`src/rtl/audio_i2s_tx.sv`:
```
// I2S stereo transmitter: derives MCLK/SCLK/LRCK from one free-running frame counter
// and shifts out a latched, attenuated left/right pair every frame.
module audio_i2s_tx #(
    parameter int SCLK_DIV_LOG2 = 5
) (
    input  logic        clk,
    input  logic        rst,
    input  logic        en,
    input  logic [15:0] left_in,
    input  logic [15:0] right_in,
    input  logic        mute,
    input  logic [2:0]  vol,
    output logic        sample_req,
    output logic        mclk,
    output logic        lrck,
    output logic        sclk,
    output logic        sdata
);

    localparam int S = SCLK_DIV_LOG2;
    localparam int W = S + 6;

    logic [W-1:0] cnt;
    logic [15:0]  hold_l;
    logic [15:0]  hold_r;
    logic [15:0]  left_att;
    logic [15:0]  right_att;
    logic [15:0]  hold_cur;
    logic [4:0]   slot;
    logic [3:0]   bit_idx;
    logic         chan;
    logic         cnt_last;
    logic         bit_nxt;

    assign chan      = cnt[S+5];
    assign slot      = cnt[S+4:S];
    assign cnt_last  = &cnt;
    assign left_att  = $signed(left_in) >>> vol;
    assign right_att = $signed(right_in) >>> vol;

    // Slot 0 is the I2S one-bit delay; slots 1..16 carry the word MSB-first.
    always_comb begin
        hold_cur = chan ? hold_r : hold_l;
        bit_idx  = 4'(5'd16 - slot);
        bit_nxt  = 1'b0;
        if (slot != 5'd0 && slot <= 5'd16) begin
            bit_nxt = hold_cur[bit_idx];
        end
    end

    always_ff @(posedge clk or posedge rst) begin
        if (rst) begin
            cnt    <= '0;
            hold_l <= '0;
            hold_r <= '0;
        end else if (!en) begin
            cnt    <= '0;
            hold_l <= '0;
            hold_r <= '0;
        end else begin
            cnt <= cnt + 1'b1;
            if (cnt_last) begin
                hold_l <= mute ? 16'h0000 : left_att;
                hold_r <= mute ? 16'h0000 : right_att;
            end
        end
    end

    // Every output is a one-clock-late decode of cnt so their relative phase is exact.
    always_ff @(posedge clk or posedge rst) begin
        if (rst) begin
            sample_req <= 1'b0;
            mclk       <= 1'b0;
            lrck       <= 1'b0;
            sclk       <= 1'b0;
            sdata      <= 1'b0;
        end else if (!en) begin
            sample_req <= 1'b0;
            mclk       <= 1'b0;
            lrck       <= 1'b0;
            sclk       <= 1'b0;
            sdata      <= 1'b0;
        end else begin
            sample_req <= (cnt == '0);
            mclk       <= cnt[1];
            lrck       <= chan;
            sclk       <= cnt[S-1];
            sdata      <= bit_nxt;
        end
    end

endmodule

```
`config.mk`:
```
export PLATFORM = sky130hd
export DESIGN_NAME = audio_i2s_tx
export DESIGN_NICKNAME = d
export VERILOG_FILES = /design/src/rtl/audio_i2s_tx.sv
export SDC_FILE = /design/constraint.sdc
export NUM_CORES = 1
export LEC_CHECK = 0
export ABC_CLOCK_PERIOD_IN_PS = 2800
export CORE_MARGIN = 2
export CORE_UTILIZATION = 45
export CTS_BUF_LIST = sky130_fd_sc_hd__clkbuf_8
export CTS_CLUSTER_DIAMETER = 120
export DETAILED_ROUTE_END_ITERATION = 16
export HOLD_SLACK_MARGIN = 0.05
export PLACE_DENSITY_LB_ADDON = 0.05
export SYNTH_ARGS = -nofsm -noshare
export SYNTH_HDL_FRONTEND = slang
export SYNTH_SLANG_ARGS = --single-unit
```
`constraint.sdc`:
```
create_clock -name clk -period 2.8 [get_ports clk]
set_input_delay 0.56 -clock clk [delete_from_list [all_inputs] [get_ports clk]]
set_output_delay 0.56 -clock clk [all_outputs]
set_load 0.05 [all_outputs]
```
# After elaboration in Yosys (flattened, before gate mapping)
# Index checks and enable logic that the tools add are counted.
dict set report op_classes {
  n_mul 0
  add_sub_neg 2
  eq_ne 1
  mux 16
  n_reduce_logical 4
  order_cmp 2
  n_shift 2
  bitwise_logic 0
  n_div 0
}
# cell n
set ops {}
lappend ops {{$mux 16} 7}
lappend ops {{$sshr 16x3->16} 2}
lappend ops {{$add 11x1->11 const B} 1}
lappend ops {{$logic_not 11->1} 1}
lappend ops {{$mux 11} 1}
lappend ops {{$reduce_and 11->1} 1}
lappend ops {{$mux 1} 7}
lappend ops {{$le 5x5->1 const B} 1}
lappend ops {{$lt 4x5->1 const B} 1}
lappend ops {{$reduce_bool 5->1} 1}
lappend ops {{$bmux 1 s4} 1}
lappend ops {{$sub 1x4->4 const A} 1}
lappend ops {{$ne 2x1->1 const B} 1}
lappend ops {{$logic_and 1x1->1} 1}
dict set report totals {
  regBits 48
  word_cells 35
  input_bits 39
  rom_bits 0
  ramBits 0
  latch_bits 0
  memories 0
}

# Depth between registers and ports, before layout
# Gate-level depths: netlist of the first run.
dict set report logic_depth {
  depth_word 5
  ltp_mapped 8
  ltp_nobuf 6
}

# Least setup slack after synthesis of the first run
# Ideal clock, no wire load.
dict set report synth_timing {
  path_kind {register to register}
  from {reg cnt[5]}
  to {reg sdata}
  required_time_ns 2.678
  synth_period_minus_slack_ns 1.969
  slack_ns 0.831
  path_buffers 2
  path_stages_with_launch 9
  arrival_ns 1.847
  setup_time_ns 0.122
  path_cell_list {dfrtp_1 -> buf_4 -> inv_1 -> ha_1 -> clkbuf_2 -> mux4_2 -> nor2_1 -> o22ai_1 -> o2111a_1}
}
dict set report synth_via {
  elab_chain_len 5
}
# item line_no
set synth_lines {}
lappend synth_lines {{start: declaration} 23} ;# logic [W-1:0] cnt;
lappend synth_lines {{start signal: assignment} 61} ;# cnt <= cnt + 1'b1;
lappend synth_lines {{$sub 1x4->4} 44} ;# bit_idx = 4'(5'd16 - slot);
lappend synth_lines {{$bmux 1 s4} 47} ;# bit_nxt = hold_cur[bit_idx];
lappend synth_lines {{$mux 1 (implied by the code)} 47}
lappend synth_lines {{$mux 1 (*)} 46} ;# if (slot != 5'd0 && slot <= 5'd16) begin
lappend synth_lines {{$mux 1 (*)} 77} ;# end else if (!en) begin
lappend synth_lines {{end signal: assignment} 88} ;# sdata <= bit_nxt;
lappend synth_lines {{end: declaration} 17} ;# output logic sdata
# Mark *: on every way between the ends. The rest lies on a longest branch, timed or not. The select of a mux whose other input is x is not followed.
# A chain may end at the register's enable or synchronous reset.

# Final worst setup path of the first run
dict set report layout_timing {
  from {reg cnt[6]}
  to {reg sdata}
}
# The elaborated chain is that of the path after synthesis.

==> impl_metrics.env, run 1 <==
export IMPL_cts_setup_buffers=0
export IMPL_cp_required_ns=2.99
export IMPL_vias_per_cell=5.65
export IMPL_cts_buffers_inserted=5
export IMPL_tightest_slew_ns=0.728
export IMPL_cts_root_buf="clkbuf_8"
export IMPL_die_area_um2=8210
export IMPL_cts_sinks=48
export IMPL_clock_latency_ns=0.29
export IMPL_diodes=0
export IMPL_power_density_nw_per_um2=356
export IMPL_die_y_um=90.6
export IMPL_synth_compound_area_frac=0.107
export IMPL_critPathKind="reg2reg"
export IMPL_final_core_util=0.542
export IMPL_syn_area_um2=3380
export IMPL_drc=0
export IMPL_dr_pass1_iters=4
export IMPL_hold_viol_final=0
export IMPL_syn_nets=327
export IMPL_synth_top_family_by_area="multiplexers"
export IMPL_drive_above_1_share=0.160
export IMPL_fin_nets=361
export IMPL_rows=31
export IMPL_critPathLaunchType="flop"
export IMPL_htree_levels=2
export IMPL_ctsHoldBuffers=0
export IMPL_setup_tns_ns=0
export IMPL_setup_violations_final=0
export IMPL_p_leak_nw=1.72
export IMPL_cp_end_kind="flop"
export IMPL_grt_use_met1=0.289
export IMPL_cts_tree="built"
export IMPL_grt_most_used_layer="met2"
export IMPL_ir_worst_vdd_mv=0.272
export IMPL_grt_first_pass_wirelength_um=12800
export IMPL_cts_repair_resized=0
export IMPL_finalCriticalPeriod_ns=2.16
export IMPL_route_vias_total=2357
export IMPL_multiInputGateArea_um2=1980
export IMPL_use_met3=0.0267
export IMPL_postPlaceCellArea_um2=3860
export IMPL_clk_path_buf_depth=2
export IMPL_ys_warnings_count=0
export IMPL_pre_cts_slack_ns=0.543
export IMPL_cp_max_fo=8
export IMPL_final_seq_area_um2=1200
export IMPL_postLayoutCellArea_um2=3930
export IMPL_initial_core_util=0.466
export IMPL_final_period_utilization=0.773
export IMPL_r2r_end="sdata$_DFF_PP0_"
export IMPL_grt_ovfl_total=0
export IMPL_arrival_ns=2.35
export IMPL_cts_reportedPaths_clkPinSlew_ns=0.09
export IMPL_reg2reg_depth=6
export IMPL_ys_ff_latch=48
export IMPL_routabilityCongestion=0.828
export IMPL_fillers=672
export IMPL_synth_edff_count=0
export IMPL_dr_first_iter_drc_count=108
export IMPL_hpwlAfterDp_um=5710
export IMPL_synthAdderAreaFrac=0.0148
export IMPL_ys_flop_type="dfrtp_1"
export IMPL_area_growth_syn_to_layout_pct=16.5
export IMPL_grt_max_degree=33
export IMPL_grt_pass1_vias=2408
export IMPL_ant_nets=0
export IMPL_skew_ns=0.00596
export IMPL_worst_r2r_startpoint="cnt[6]$_DFF_PP0_"
export IMPL_detail_route_wl_per_cell_um=18.1
export IMPL_use_met2=0.302
export IMPL_slew_headroom=0.515
export IMPL_core_um2=7250
export IMPL_synth_mux_area_frac=0.327
export IMPL_max_freq_mhz=462
export IMPL_die_w_um=90.6
export IMPL_max_cap_violations=0
export IMPL_min_path_type="in2async"
export IMPL_syn_avg_cell_area_um2=11.9
export IMPL_synthSimpleGateAreaFrac=0.106
export IMPL_drv_slew=0
export IMPL_ys_seq_area_frac=0.356
export IMPL_numPortBuffers=43
export IMPL_synthXorXnorAreaFrac=0.0311
export IMPL_antenna_found_initial=0
export IMPL_ys_async_sr_fraction=1.00
export IMPL_rsz0062_at_grt="false"
export IMPL_rrSetupSlack_ns=0.64
export IMPL_worst_slack_ns=0.635
export IMPL_synth_cell_type_count=45
export IMPL_io_pins=44
export IMPL_drt_wl_total_um=7530
export IMPL_status="finished clean"
export IMPL_grt_total_usage=0.193
export IMPL_synthCells=284
[power by group]
group	total, W	internal [W]	switching [W]	leakage [nW]
Combinational	0.000304	0.000154	0.000150	1.01
Clock	0.000393	0.000167	0.000227	0.0452
Sequential	0.000703	0.000698	0.00000490	0.667
Total	0.00140	0.00102	0.000382	1.72
[layout make-up]
class / count / area share
tap: 99 / 0.0315
sequential: 48 / 0.305
inverter: 8 / 0.00763
timing repair buffer: 51 / 0.133
clock inverter: 2 / 0.00223
multi-input combinational: 204 / 0.503
clock buffer: 5 / 0.0175
[cell usage in the layout, fill, tap and decap left out, types with 8 or more instances in the layout]
| cell type | netlist | layout |
|---|---|---|
| a22o_1 | 10 | 10 |
| clkdlybuf4s50_1 | 0 | 42 |
| mux4_2 | 16 | 16 |
| inv_1 | 8 | 8 |
| dfrtp_1 | 48 | 48 |
| and2_1 | 15 | 15 |
| o2bb2ai_1 | 21 | 21 |
| nor2_1 | 8 | 8 |
| xnor2_1 | 10 | 10 |
| mux2_2 | 10 | 10 |
| nand2_1 | 9 | 9 |
| mux2i_1 | 59 | 59 |
[synthesized netlist by cell type (2+ instances only)]
master / instances / share of area
nor2_1: 8 / 0.0089
and3_4: 2 / 0.0067
buf_4: 4 / 0.0089
nand3_1: 2 / 0.0030
buf_6: 6 / 0.020
xor2_1: 2 / 0.0052
nand2_1: 9 / 0.010
clkbuf_1: 6 / 0.0067
xnor2_1: 10 / 0.026
a21oi_1: 2 / 0.0030
mux2i_1: 59 / 0.17
nor4bb_1: 2 / 0.0059
inv_1: 8 / 0.0089
and2_1: 15 / 0.028
a22o_1: 10 / 0.026
mux4_2: 16 / 0.11
ha_1: 4 / 0.015
nand4_1: 2 / 0.0037
o21ai_0: 6 / 0.0089
dfrtp_1: 48 / 0.36
o2bb2ai_1: 21 / 0.054
nor3_1: 4 / 0.0059
nor3b_1: 3 / 0.0067
mux2_2: 10 / 0.033
buf_2: 5 / 0.0074
[worst max-delay path by stage]
stage	startpoint	end	slack, ns	cells after the start
5_1_grt	cnt[6]$_DFF_PP0_	sdata$_DFF_PP0_	0.44	6
6_report	cnt[6]$_DFF_PP0_	sdata$_DFF_PP0_	0.64	6
3_3_place_gp	en	hold_l[15]$_DFFE_PP0P_	0.54	4
3_5_place_dp	vol[1]	hold_r[13]$_DFFE_PP0P_	0.54	5
2_1_floorplan	cnt[5]$_DFF_PP0_	sdata$_DFF_PP0_	0.83	8
4_1_cts	cnt[6]$_DFF_PP0_	sdata$_DFF_PP0_	0.63	6
[state kept, by name, indices dropped and copies added (netlist names)]
register,flops
mclk,1
sclk,1
lrck,1
hold_r,16
hold_l,16
sdata,1
cnt,11
sample_req,1
[metrics by stage]
step | instances | total power (W) | hold WS (ns)
final | 417 | 0.00140 | 0.496
after global placement | 410 | 0.00102 | 0.469
after global routing | 417 | 0.00147 | 0.514
after floorplan | 284 | 0.000900 | 0.448
after detailed placement | 410 | 0.00102 | 0.473
after CTS | 417 | 0.00141 | 0.497
[metal layers]
layer  wire, µm  vias to the layer above
met2       3550                       31
met3        166                        7
met4         66                        0
met5          0                        -
li1           -                     1140
met1       3750                     1179
[logic make-up after synthesis]
logic type | count (synthesis)
XOR/XNOR | 12
buffers and inverters | 32
multiplexers | 87
AO/OA/AOI/OAI | 44
AND/OR/NAND/NOR | 57
adder cells (fa/ha/maj) | 4
flip-flops | 48
[critical path: stages, from the launching register on]
cell,delay [ns]
dfrtp_1,0.55
inv_1,0.08
ha_1,0.50
mux4_2,0.58
nor2_1,0.10
o22ai_1,0.08
o2111a_1,0.15
Power figures use the tool's default switching activity.
==> run 2: changes to the inputs <==
--- a/config.mk
+++ b/config.mk
@@ -5,7 +5,7 @@
 export SDC_FILE = /design/constraint.sdc
 export NUM_CORES = 1
 export LEC_CHECK = 0
-export ABC_CLOCK_PERIOD_IN_PS = 2800
+export ABC_CLOCK_PERIOD_IN_PS = 1810
 export CORE_MARGIN = 2
 export CORE_UTILIZATION = 45
 export CTS_BUF_LIST = sky130_fd_sc_hd__clkbuf_8
==> constraint.sdc (replaced) <==
create_clock -name clk -period 1.81 [get_ports clk]
set_input_delay 0.362 -clock clk [delete_from_list [all_inputs] [get_ports clk]]
set_output_delay 0.362 -clock clk [all_outputs]
set_load 0.05 [all_outputs]
==> run 2 against run 1 <==
  * Via count is 6.9% higher
  * Total power is 62% higher
  * Sequential power is 55% higher
  * Clock skew is 0.0025 ns higher
  * Critical path type unchanged
  * Die area stayed put
  * Core utilization is 4.7 points higher
  * Design area is 8.7% higher
  * Worst setup slack worse by 0.61 ns
  * Largest power group unchanged
  * Register-to-register slack worse by 0.61 ns
  * Combinational power is 70% higher
  * Cell count is 8.4% higher
==> impl_metrics.env, run 2 (synthesis results as in run 1) <==
export IMPL_status="finished clean"
export IMPL_min_path_type="in2async"
export IMPL_cp_max_fo=4
export IMPL_p_leak_nw=1.93
export IMPL_grt_most_used_layer="met2"
export IMPL_detail_route_wl_per_cell_um=17.1
export IMPL_slew_headroom=0.718
export IMPL_drc=0
export IMPL_fin_cells=452
export IMPL_rsz0062_at_grt="true"
export IMPL_io_pins=44
export IMPL_ant_nets=0
export IMPL_cts_root_buf="clkbuf_8"
export IMPL_multiInputGateArea_um2=2010
export IMPL_antenna_found_initial=0
export IMPL_final_period_utilization=0.984
export IMPL_mostFrequentLayoutCells="mux2i_1 (59), dfrtp_1 (47), buf_4 (40)"
export IMPL_cts_tree="built"
export IMPL_dr_pass1_iters=4
export IMPL_tightest_slew_ns=0.412
export IMPL_ir_worst_vdd_mv=0.374
export IMPL_largestRegisters="hold_l (16), hold_r (16), cnt (11)"
export IMPL_max_cap_violations=0
export IMPL_grt_first_pass_wirelength_um=13400
export IMPL_postPlaceCellArea_um2=4140
export IMPL_dr_first_iter_drc_count=110
export IMPL_use_met3=0.0367
export IMPL_finalCriticalPeriod_ns=1.78
export IMPL_cts_sinks=48
export IMPL_initial_core_util=0.466
export IMPL_skew_ns=0.00848
export IMPL_clock_latency_ns=0.30
export IMPL_arrival_ns=1.97
export IMPL_cts_buffers_inserted=5
export IMPL_max_freq_mhz=562
export IMPL_die_area_um2=8210
export IMPL_die_y_um=90.6
export IMPL_drive_above_1_share=0.278
export IMPL_die_w_um=90.6
export IMPL_setup_violations_final=0
export IMPL_cts_reportedPaths_clkPinSlew_ns=0.09
export IMPL_drv_slew=0
export IMPL_vias_per_cell=5.57
export IMPL_route_vias_total=2519
export IMPL_rows=31
export IMPL_cp_required_ns=2.00
export IMPL_fin_nets=395
export IMPL_power_density_nw_per_um2=531
export IMPL_use_met2=0.312
export IMPL_htree_levels=2
export IMPL_grt_max_degree=49
export IMPL_hold_viol_final=0
export IMPL_numPortBuffers=43
export IMPL_hpwlAfterDp_um=5800
export IMPL_area_growth_syn_to_layout_pct=26.6
export IMPL_grt_pass1_vias=2569
export IMPL_fillers=622
export IMPL_postLayoutCellArea_um2=4280
export IMPL_routabilityCongestion=0.792
export IMPL_cp_end_kind="flop"
export IMPL_diodes=0
export IMPL_dp_cells=441
export IMPL_grt_use_met1=0.306
export IMPL_clk_path_buf_depth=2
export IMPL_grt_total_usage=0.202
export IMPL_grt_ovfl_total=0
export IMPL_critPathKind="reg2reg"
export IMPL_drt_wl_total_um=7710
export IMPL_critPathLaunchType="flop"
export IMPL_core_um2=7250
export IMPL_final_seq_area_um2=1200
export IMPL_final_common_cell="mux2i_1"
## run 2: cell types whose count changed in the layout (fill, tap and decap cells not counted), sizes merged
cell / previous run / this run
buf: 9 / 48
clkbuf: 5 / 6
clkdlybuf4s50: 42 / 37
clkinv: 1 / 0
clkinvlp: 0 / 1
## run 2: per-layer routing
| layer | routed length, µm | part of all wire |
|---|---|---|
| met5 | 0 | 0 |
| met2 | 3660 | 0.47 |
| met4 | 27 | 0.0035 |
| met1 | 3790 | 0.49 |
| met3 | 241 | 0.031 |
## run 2: worst paths after layout
path	start	end	slack [ns]	cells past startpoint
worst min-delay path	rst	lrck$_DFF_PP0_	0.40	3
worst min register to register	hold_l[8]$_DFFE_PP0P_	hold_l[8]$_DFFE_PP0P_	0.49	1
max in group asynchronous	rst	cnt[5]$_DFF_PP0_	1.16	3
min in group clk	hold_l[8]$_DFFE_PP0P_	hold_l[8]$_DFFE_PP0P_	0.49	1
worst max register to register	cnt[5]$_DFF_PP0_	sdata$_DFF_PP0_	0.03	5
worst max-delay path	cnt[5]$_DFF_PP0_	sdata$_DFF_PP0_	0.03	5
## run 2: stage by stage
step	worst slack, ns	setup TNS (ns)	hold slack (ns)	power [W]	utilization
2_1_floorplan	-0.0420	-0.0420	0.448	0.00139	-
3_3_place_gp	-0.109	-1.38	0.467	0.00163	0.571
3_5_place_dp	-0.146	-1.65	0.473	0.00163	0.571
4_1_cts	0.0258	0	0.418	0.00229	0.585
5_1_grt	-0.0280	-0.0280	0.433	0.00238	0.589
6_report	0.0297	0	0.402	0.00227	0.589
## run 2: cell type report
| type | instances | area share |
|---|---|---|
| clock inverter | 2 | 0.00263 |
| inverter | 8 | 0.00761 |
| clock buffer | 6 | 0.0193 |
| timing repair buffer | 85 | 0.191 |
| tap | 99 | 0.0290 |
| multi-input combinational | 204 | 0.469 |
| sequential | 48 | 0.281 |
## run 2: worst max-delay path: stages, from the launching register on
cell,delay (ns)
dfrtp_2,0.42
buf_4,0.13
mux4_1,0.54
nand2b_1,0.15
a41o_1,0.21
o2111a_1,0.23
## run 2: report_power, final
part / leakage, nW / total, W / switching, W / internal [W]
logic: 1.21 / 0.000518 / 0.000241 / 0.000277
registers: 0.665 / 0.00109 / 0.00000488 / 0.00108
clock network: 0.0486 / 0.000667 / 0.000361 / 0.000305
## run 2: what timing repair did
action | CTS | global route
setup endpoints to repair | 6 | 6
pin swaps | 1 | 5
gates resized for setup | 2 | 4
hold buffers | 0 | 0
setup buffers | 2 | 2
